`config.mk`:
```
export PLATFORM = sky130hd
export DESIGN_NAME = spi_io_hub_flat
export DESIGN_NICKNAME = d
export VERILOG_FILES = /design/src/rtl/spi_io_hub_pkg.sv /design/src/rtl/spi_io_hub_if.sv /design/src/rtl/spi_io_hub_byte_fifo.sv /design/src/rtl/spi_io_hub.sv /design/src/flat_wrapper.sv
export SDC_FILE = /design/constraint.sdc
export NUM_CORES = 1
export LEC_CHECK = 0
export ABC_AREA = 1
export BUFFER_PORTS_ARGS = -buffer_cell sky130_fd_sc_hd__buf_2
export CORE_AREA = 2 2 127 129
export DETAILED_ROUTE_END_ITERATION = 8
export DIE_AREA = 0 0 129 131
export PLACE_DENSITY_LB_ADDON = 0.2
export RECOVER_POWER = 50
export SLEW_MARGIN = 20
export SYNTH_ARGS = -nofsm -noshare
export SYNTH_HDL_FRONTEND = slang
export SYNTH_SLANG_ARGS = --single-unit
```
`constraint.sdc`:
```
create_clock -name clk -period 3.1 [get_ports clk]
set_clock_uncertainty 0.15 [all_clocks]
set_input_delay 0.775 -clock clk [delete_from_list [all_inputs] [get_ports clk]]
set_output_delay 0.775 -clock clk [all_outputs]
set_load 0.01 [all_outputs]
```
`src/rtl/spi_io_hub_pkg.sv`:
```
// Shared constants, frame states and status-byte layout for the SPI user-I/O hub.
package spi_io_pkg;

   localparam logic [7:0] CMD_BUT_SW  = 8'h01;
   localparam logic [7:0] CMD_WR_BASE = 8'h10;
   localparam logic [7:0] CMD_RD_BASE = 8'h20;

   localparam int unsigned STAT_VALID_BIT = 0;
   localparam int unsigned STAT_OVF_BIT   = 1;

   typedef enum logic [1:0] {
      IDLE,
      CMD,
      PAYLOAD,
      ABORT
   } frame_state_e;

   function automatic logic [7:0] status_byte(input logic ovf, input logic valid);
      logic [7:0] s;
      s                 = '0;
      s[STAT_OVF_BIT]   = ovf;
      s[STAT_VALID_BIT] = valid;
      return s;
   endfunction

endpackage

```
`src/rtl/spi_io_hub_if.sv`:
```
// Core-side byte channels: outbound valid/ready and inbound FIFO heads.
interface spi_io_hub_if #(parameter int unsigned NUM_CH = 4);

   logic [8*NUM_CH-1:0] in_data;
   logic [NUM_CH-1:0]   in_valid;
   logic [NUM_CH-1:0]   in_ready;
   logic [8*NUM_CH-1:0] out_data;
   logic [NUM_CH-1:0]   out_valid;
   logic [NUM_CH-1:0]   out_ready;

   modport master (output in_data, in_valid, out_ready,
                   input  in_ready, out_data, out_valid);

   modport slave  (input  in_data, in_valid, out_ready,
                   output in_ready, out_data, out_valid);

endinterface

```
`src/rtl/spi_io_hub_byte_fifo.sv`:
```
// Synchronous show-ahead byte FIFO; a push into a full FIFO is accepted when a pop happens in the same cycle.
module byte_fifo #(
   parameter int unsigned DEPTH = 4
) (
   input  logic       clk,
   input  logic       reset,
   input  logic       push_i,
   input  logic [7:0] data_i,
   input  logic       pop_i,
   output logic [7:0] data_o,
   output logic       full_o,
   output logic       empty_o
);

   localparam int unsigned AW = $clog2(DEPTH);

   logic [7:0]    mem_q [DEPTH];
   logic [AW-1:0] wr_ptr_q, wr_ptr_d, rd_ptr_q, rd_ptr_d;
   logic [AW:0]   count_q, count_d;
   logic          push_ok, pop_ok;

   assign full_o  = (count_q == (AW+1)'(DEPTH));
   assign empty_o = (count_q == '0);
   assign data_o  = mem_q[rd_ptr_q];

   always_comb begin
      pop_ok   = pop_i & ~empty_o;
      push_ok  = push_i & (~full_o | pop_ok);
      wr_ptr_d = wr_ptr_q;
      rd_ptr_d = rd_ptr_q;
      count_d  = count_q;
      if (push_ok) wr_ptr_d = wr_ptr_q + AW'(1);
      if (pop_ok)  rd_ptr_d = rd_ptr_q + AW'(1);
      case ({push_ok, pop_ok})
         2'b10:   count_d = count_q + (AW+1)'(1);
         2'b01:   count_d = count_q - (AW+1)'(1);
         default: count_d = count_q;
      endcase
   end

   always_ff @(posedge clk) begin
      if (reset) begin
         wr_ptr_q <= '0;
         rd_ptr_q <= '0;
         count_q  <= '0;
      end else begin
         wr_ptr_q <= wr_ptr_d;
         rd_ptr_q <= rd_ptr_d;
         count_q  <= count_d;
      end
   end

   always_ff @(posedge clk) begin
      if (push_ok) mem_q[wr_ptr_q] <= data_i;
   end

endmodule

```
`src/rtl/spi_io_hub.sv`:
```
// SPI user-I/O hub: oversampled SPI slave bridging NUM_CH byte channels plus buttons/switches.
module spi_io_hub
   import spi_io_pkg::*;
#(
   parameter int unsigned NUM_CH     = 4,
   parameter int unsigned FIFO_DEPTH = 4
) (
   input  logic        clk,
   input  logic        reset,
   input  logic        spi_sck,
   input  logic        spi_ss,
   input  logic        spi_mosi,
   output logic        spi_miso,
   input  logic [7:0]  core_type,
   output logic [1:0]  buttons,
   output logic [1:0]  switches,
   spi_io_hub_if.slave ch
);

   localparam int unsigned CH_W = (NUM_CH > 1) ? $clog2(NUM_CH) : 1;

   logic [2:0]        sck_q;
   logic [1:0]        ss_q, mosi_q;
   frame_state_e      state_q, state_d;
   logic [2:0]        bit_cnt_q, bit_cnt_d;
   logic [6:0]        rx_q, rx_d;
   logic [7:0]        tx_q, tx_d, cmd_q, cmd_d, snap_data_q, snap_data_d;
   logic [7:0]        push_data_q, push_data_d;
   logic              miso_q, miso_d, phase_q, phase_d;
   logic              snap_valid_q, snap_valid_d, snap_ovf_q, snap_ovf_d;
   logic [3:0]        btn_sw_q, btn_sw_d;
   logic [NUM_CH-1:0] push_q, push_d, in_ready_q, in_ready_d, ovf_q, ovf_d;
   logic [NUM_CH-1:0] ovf_set, fifo_full;
   logic              sck_rise, sck_fall, wr_hit, rd_hit;
   logic [7:0]        rx_byte, load_byte, in_sel;
   logic [CH_W-1:0]   ch_idx;

   // Synchronisers come out of reset with ss low so an interrupted frame stays in ABORT.
   always_ff @(posedge clk) begin
      if (reset) begin
         sck_q  <= '0;
         ss_q   <= '0;
         mosi_q <= '0;
      end else begin
         sck_q  <= {sck_q[1:0], spi_sck};
         ss_q   <= {ss_q[0], spi_ss};
         mosi_q <= {mosi_q[0], spi_mosi};
      end
   end

   assign sck_rise = sck_q[1] & ~sck_q[2];
   assign sck_fall = ~sck_q[1] & sck_q[2];
   assign ch_idx   = cmd_q[CH_W-1:0];
   assign wr_hit   = (cmd_q[7:4] == CMD_WR_BASE[7:4]) && (32'(cmd_q[3:0]) < NUM_CH);
   assign rd_hit   = (cmd_q[7:4] == CMD_RD_BASE[7:4]) && (32'(cmd_q[3:0]) < NUM_CH);

   always_comb begin
      rx_byte      = {rx_q, mosi_q[1]};
      in_sel       = ch.in_data[8*ch_idx +: 8];
      load_byte    = '0;
      state_d      = state_q;
      bit_cnt_d    = bit_cnt_q;
      rx_d         = rx_q;
      tx_d         = tx_q;
      miso_d       = miso_q;
      cmd_d        = cmd_q;
      phase_d      = phase_q;
      snap_valid_d = snap_valid_q;
      snap_data_d  = snap_data_q;
      snap_ovf_d   = snap_ovf_q;
      btn_sw_d     = btn_sw_q;
      push_d       = '0;
      push_data_d  = push_data_q;
      in_ready_d   = '0;
      ovf_d        = ovf_q | ovf_set;

      // phase_q: 0 = status byte, 1 = data byte of a read-channel payload pair
      if (state_q == PAYLOAD && rd_hit)
         load_byte = phase_q ? (snap_valid_q ? snap_data_q : '0)
                             : status_byte(ovf_q[ch_idx], ch.in_valid[ch_idx]);

      case (state_q)
         IDLE: begin
            if (!ss_q[1]) begin
               state_d   = CMD;
               bit_cnt_d = '0;
               miso_d    = core_type[7];
               tx_d      = {core_type[6:0], 1'b0};
            end
         end
         CMD, PAYLOAD: begin
            if (ss_q[1]) begin
               state_d = IDLE;
            end else if (sck_rise) begin
               rx_d      = rx_byte[6:0];
               bit_cnt_d = bit_cnt_q + 3'd1;
               if (bit_cnt_q == 3'd7) begin
                  if (state_q == CMD) begin
                     cmd_d   = rx_byte;
                     phase_d = 1'b0;
                     state_d = PAYLOAD;
                  end else begin
                     phase_d = ~phase_q;
                     if (cmd_q == CMD_BUT_SW) btn_sw_d = rx_byte[3:0];
                     if (wr_hit) begin
                        push_d[ch_idx] = 1'b1;
                        push_data_d    = rx_byte;
                     end
                     if (rd_hit) begin
                        if (phase_q)         in_ready_d[ch_idx] = snap_valid_q;
                        else if (snap_ovf_q) ovf_d[ch_idx]      = 1'b0;
                     end
                  end
               end
            end else if (sck_fall) begin
               if (bit_cnt_q == 3'd0) begin
                  miso_d = load_byte[7];
                  tx_d   = {load_byte[6:0], 1'b0};
                  if (state_q == PAYLOAD && rd_hit && !phase_q) begin
                     snap_valid_d = ch.in_valid[ch_idx];
                     snap_data_d  = in_sel;
                     snap_ovf_d   = ovf_q[ch_idx];
                  end
               end else begin
                  miso_d = tx_q[7];
                  tx_d   = {tx_q[6:0], 1'b0};
               end
            end
         end
         ABORT: begin
            if (ss_q[1]) state_d = IDLE;
         end
         default: state_d = ABORT;
      endcase
   end

   always_ff @(posedge clk) begin
      if (reset) begin
         state_q      <= ABORT;
         bit_cnt_q    <= '0;
         rx_q         <= '0;
         tx_q         <= '0;
         miso_q       <= 1'b0;
         cmd_q        <= '0;
         phase_q      <= 1'b0;
         snap_valid_q <= 1'b0;
         snap_data_q  <= '0;
         snap_ovf_q   <= 1'b0;
         btn_sw_q     <= '0;
         push_q       <= '0;
         push_data_q  <= '0;
         in_ready_q   <= '0;
         ovf_q        <= '0;
      end else begin
         state_q      <= state_d;
         bit_cnt_q    <= bit_cnt_d;
         rx_q         <= rx_d;
         tx_q         <= tx_d;
         miso_q       <= miso_d;
         cmd_q        <= cmd_d;
         phase_q      <= phase_d;
         snap_valid_q <= snap_valid_d;
         snap_data_q  <= snap_data_d;
         snap_ovf_q   <= snap_ovf_d;
         btn_sw_q     <= btn_sw_d;
         push_q       <= push_d;
         push_data_q  <= push_data_d;
         in_ready_q   <= in_ready_d;
         ovf_q        <= ovf_d;
      end
   end

   assign spi_miso    = miso_q;
   assign buttons     = btn_sw_q[1:0];
   assign switches    = btn_sw_q[3:2];
   assign ch.in_ready = in_ready_q;

   for (genvar k = 0; k < NUM_CH; k++) begin : g_ch
      logic empty;
      byte_fifo #(.DEPTH(FIFO_DEPTH)) u_fifo (
         .clk     (clk),
         .reset   (reset),
         .push_i  (push_q[k]),
         .data_i  (push_data_q),
         .pop_i   (ch.out_ready[k]),
         .data_o  (ch.out_data[8*k +: 8]),
         .full_o  (fifo_full[k]),
         .empty_o (empty)
      );
      assign ch.out_valid[k] = ~empty;
      // A full FIFO only drops when the core is not popping it this cycle
      assign ovf_set[k] = push_q[k] & fifo_full[k] & ~ch.out_ready[k];
   end

endmodule

```
`src/flat_wrapper.sv`:
```
// flat-port wrapper written by rule: the top's interface ports become plain ports
module spi_io_hub_flat import spi_io_pkg::*;
#(
   parameter int unsigned NUM_CH     = 4,
   parameter int unsigned FIFO_DEPTH = 4
)
  (clk, reset, spi_sck, spi_ss, spi_mosi, spi_miso, core_type, buttons, switches, ch_in_data, ch_in_valid, ch_out_ready, ch_in_ready, ch_out_data, ch_out_valid);
  spi_io_hub_if #(.NUM_CH(NUM_CH)) ch_i ();
  input  logic clk;
  input  logic reset;
  input  logic spi_sck;
  input  logic spi_ss;
  input  logic spi_mosi;
  output logic spi_miso;
  input  logic [7:0] core_type;
  output logic [1:0] buttons;
  output logic [1:0] switches;
  input wire logic [$bits(ch_i.in_data)-1:0] ch_in_data;
  input wire logic [$bits(ch_i.in_valid)-1:0] ch_in_valid;
  input wire logic [$bits(ch_i.out_ready)-1:0] ch_out_ready;
  output wire logic [$bits(ch_i.in_ready)-1:0] ch_in_ready;
  output wire logic [$bits(ch_i.out_data)-1:0] ch_out_data;
  output wire logic [$bits(ch_i.out_valid)-1:0] ch_out_valid;
  assign ch_i.in_data = ch_in_data;
  assign ch_i.in_valid = ch_in_valid;
  assign ch_i.out_ready = ch_out_ready;
  assign ch_in_ready = ch_i.in_ready;
  assign ch_out_data = ch_i.out_data;
  assign ch_out_valid = ch_i.out_valid;
  spi_io_hub #(.NUM_CH(NUM_CH), .FIFO_DEPTH(FIFO_DEPTH)) u_core (.clk(clk), .reset(reset), .spi_sck(spi_sck), .spi_ss(spi_ss), .spi_mosi(spi_mosi), .spi_miso(spi_miso), .core_type(core_type), .buttons(buttons), .switches(switches), .ch(ch_i));
endmodule
```
==> reports/summary.log <==
qor: place.place.detailed.hpwl 12900 um
qor: cells_and_area.antenna_cells 0
qor: timing.holdWs 0.255 ns
qor: power.vdd.ir_drop.worst 0.476 mV
qor: detailed_routing.totalWireLength 19800 um
qor: detailed_routing.routed-wl-met2 9570 um
qor: setup_path.endpoint_kind primary output
qor: cells_and_area.drive_gt1_frac 0.149
qor: floorplan.ioPinCount 98
qor: detailed_routing.detail_route.iter0.violations 500
qor: global_route.grt_first_pass_wirelength 30900 um
qor: place.gp_weighted_congestion 0.864
qor: floorplan.start_util 0.612
qor: floorplan.row_count 46
qor: timing.hold_viol_final 0
qor: detailed_routing.top_signal_layer_used met4
qor: timing.rsz0062_at_grt false
qor: status.status finished clean
qor: clocking.number_of_clock_buffers_inserted_by_tritoncts 24
qor: detailed_routing.postRouteAntennaNets 0
qor: detailed_routing.drt-vias-per-instance 5.36
qor: global_route.first_global_vias 6359
qor: setup_path.start_kind flip-flop
qor: timing.achievable_frequency 358 MHz
qor: timing.report.final.slew_viol_count 0
qor: place.io_buffer_count 97
qor: synthesis.mappedNetlistNets 1043
qor: cells_and_area.nets 1164
qor: timing.final_min_period_over_clock_period 0.901
qor: synthesis.synth-seq-cells 234
qor: cells_and_area.synthToLayoutAreaGrowth 17.6%
qor: synthesis.netlist_instances 957
qor: clocking.ctsLongestPathBuffers 3
qor: detailed_routing.vias 7036
qor: global_route.grt.total_usage 0.231
qor: synthesis.netlist.top_cell.by_area sky130_fd_sc_hd__edfxtp_1
qor: setup_path.timing.setup.critical_path_class flip-flop to primary output
qor: timing.setup-tns-final 0 ns
qor: place.dp_slack 0.433 ns
qor: detailed_routing.drt_pass1_iterations 5
qor: floorplan.die_outline_width 129 um
qor: timing.worst_slack 0.306 ns
qor: clocking.clkTransAtPathRegs 0.06 ns
qor: setup_path.worstPathArrival 1.87 ns
qor: power.power.static_leakage 4.40 nW
qor: job.max_capacitance_violation_total 0
qor: synthesis.post_synth_instance_area 9540 sq um
qor: clocking.cts.root.buffer_cell sky130_fd_sc_hd__clkbuf_16
qor: power.power.density_cell_area 672 nW/um^2
qor: detailed_routing.met3WireLength 1170 um
qor: clocking.worstSkewPairLatency 0.51 ns
qor: clocking.cts_tree built
qor: synthesis.yosys_warning_total 0
qor: synthesis.synth_cell_type_count 33
qor: clocking.cts_hold_buffers 0
qor: detailed_routing.wl_per_cell 15.1 um
qor: hold_path.class_of_the_most_critical_hold_timing_path flip-flop to flip-flop
qor: setup_path.timing.critical_path.required 2.17 ns
qor: global_route.grt_overflow 0
qor: synthesis.avgSynthCellArea 9.97 sq um
qor: timing.worst_slew_margin_rel 0.0687
qor: synthesis.synth_largest_type_area_fraction 0.403
qor: clocking.clock_tree.htree_level_count 1
qor: floorplan.placeable_area 15600 sq um
qor: global_route.grt_antenna_before_repair 0
qor: setup_path.crit_path_max_fanout 17
qor: floorplan.die_y 131 um
qor: timing.finalSetupViolations 0
qor: detailed_routing.drc 0
qor: timing.layout_min_cycle_time 2.79 ns
qor: detailed_routing.met1Wirelength 8810 um
qor: floorplan.die_area 16900 sq um
qor: power.totalPowerFinal 7.54 mW
qor: clocking.cts_resized 0
qor: clocking.cts_setup_buffers 0
qor: timing.worst-slew-pin-transition 1.40 ns
qor: synthesis.seq_area_frac_synth 0.625
qor: global_route.grt_start_max_net_pins 32
qor: synthesis.synth_area_leaders sky130_fd_sc_hd__edfxtp_1, sky130_fd_sc_hd__dfxtp_1, sky130_fd_sc_hd__o21ai_0
qor: clocking.number_of_sinks_driven_by_the_clock_tree 234
[sequential cells by signal, indices dropped and copies added (netlist names), 4 cells and up, named ones only]
register	count
u_core.snap_data_q	8
u_core.push_data_q	8
u_core.rx_q	7
u_core.btn_sw_q	4
u_core.ovf_q	4
u_core.g_ch.u_fifo.rd_ptr_q	8
u_core.tx_q	7
u_core.cmd_q	8
u_core.g_ch.u_fifo.wr_ptr_q	8
u_core.push_q	4
u_core.g_ch.u_fifo.mem_q	128
u_core.g_ch.u_fifo.count_q	12
u_core.ch.in_ready	4
[cells in the mapped netlist]
cell / n
sky130_fd_sc_hd__a211oi_1: 3
sky130_fd_sc_hd__a21oi_1: 82
sky130_fd_sc_hd__a22oi_1: 8
sky130_fd_sc_hd__a31oi_1: 2
sky130_fd_sc_hd__buf_1: 1
sky130_fd_sc_hd__buf_2: 3
sky130_fd_sc_hd__buf_4: 3
sky130_fd_sc_hd__buf_6: 1
sky130_fd_sc_hd__clkbuf_1: 19
sky130_fd_sc_hd__clkinv_1: 1
sky130_fd_sc_hd__dfxtp_1: 106
sky130_fd_sc_hd__edfxtp_1: 128
sky130_fd_sc_hd__fa_1: 4
sky130_fd_sc_hd__ha_1: 29
sky130_fd_sc_hd__inv_1: 105
sky130_fd_sc_hd__inv_2: 5
sky130_fd_sc_hd__nand2_1: 72
sky130_fd_sc_hd__nand2_2: 2
sky130_fd_sc_hd__nand3_1: 25
sky130_fd_sc_hd__nand3_2: 1
sky130_fd_sc_hd__nand3b_1: 1
sky130_fd_sc_hd__nand4_1: 5
sky130_fd_sc_hd__nor2_1: 165
sky130_fd_sc_hd__nor2_2: 2
sky130_fd_sc_hd__nor2_4: 1
sky130_fd_sc_hd__nor3_1: 12
sky130_fd_sc_hd__nor3_2: 1
sky130_fd_sc_hd__nor4_4: 1
sky130_fd_sc_hd__o211ai_1: 1
sky130_fd_sc_hd__o21a_1: 1
sky130_fd_sc_hd__o21ai_0: 134
sky130_fd_sc_hd__o221ai_1: 1
sky130_fd_sc_hd__o22ai_1: 32
[metrics by stage]
stage                      util  cell area (sq um)  cells
final                     0.719              11200   1312
after floorplan               -               9540    957
after global routing      0.719              11200   1312
after global placement    0.664              10400   1268
after detailed placement  0.664              10400   1268
after CTS                 0.722              11300   1312
[layout make-up]
class                           count  area, sq um
Clock buffer                       32          707
Clock inverter                     12          194
Fill cell                        1153         4380
Inverter                          111          417
Multi-Input combinational cell    585         3030
Sequential cell                   234         5970
Tap cell                          216          270
Timing Repair Buffer              122          631
[where the power goes]
group          total (mW)  internal, mW  switching, mW
Clock                3.17          2.02           1.15
Combinational       0.956         0.335          0.621
Sequential           3.41          3.34         0.0672
[worst paths after layout]
| kind | slack [ns] | start | cells past startpoint | endpoint |
|---|---|---|---|---|
| worst max register to register | 0.76 | u_core.g_ch[3].u_fifo.count_q[0] | 12 | u_core.g_ch[3].u_fifo.count_q[2] |
| worst min register to register | 0.25 | u_core.sck_q[0] | 2 | u_core.sck_q[1] |
| worst max-delay path | 0.31 | flip-flop | 5 | ch_out_data[26] |
| worst min-delay path | 0.25 | u_core.sck_q[0] | 2 | u_core.sck_q[1] |
[worst max-delay path, cell delays in order, from the launching register on]
cell	delay, ns
sky130_fd_sc_hd__dfxtp_1	0.30
sky130_fd_sc_hd__buf_4	0.18
sky130_fd_sc_hd__inv_1	0.37
sky130_fd_sc_hd__o21ai_0	0.14
sky130_fd_sc_hd__o22ai_1	0.19
sky130_fd_sc_hd__buf_2	0.17
[logic make-up after synthesis]
logic type | after synthesis | synth area share
simple gates | 288 | 0.125
compound gates | 264 | 0.147
flops | 234 | 0.625
buf+inv | 138 | 0.0567
fa+ha+maj | 33 | 0.0464
[metal layers]
layer  global-route usage  up-vias
li1                     -     3520
met1                0.317     3263
met2                0.398      226
met3               0.0309       27
met4               0.0531        0
met5                    0        -
[placed cells by master, fill, tap and decap left out, types with 8 or more instances in the layout]
master and instances:
sky130_fd_sc_hd__nand2_1 72, sky130_fd_sc_hd__buf_4 14, sky130_fd_sc_hd__o22ai_1 32, sky130_fd_sc_hd__a22oi_1 8, sky130_fd_sc_hd__clkbuf_16 27, sky130_fd_sc_hd__nor2_1 165, sky130_fd_sc_hd__o21ai_0 134, sky130_fd_sc_hd__nor3_1 12
sky130_fd_sc_hd__buf_2 96, sky130_fd_sc_hd__inv_1 107, sky130_fd_sc_hd__dfxtp_1 106, sky130_fd_sc_hd__a21oi_1 82, sky130_fd_sc_hd__nand3_1 25, sky130_fd_sc_hd__ha_1 29, sky130_fd_sc_hd__clkbuf_1 14, sky130_fd_sc_hd__edfxtp_1 128
No activity file was read; power rests on OpenSTA's default activity.
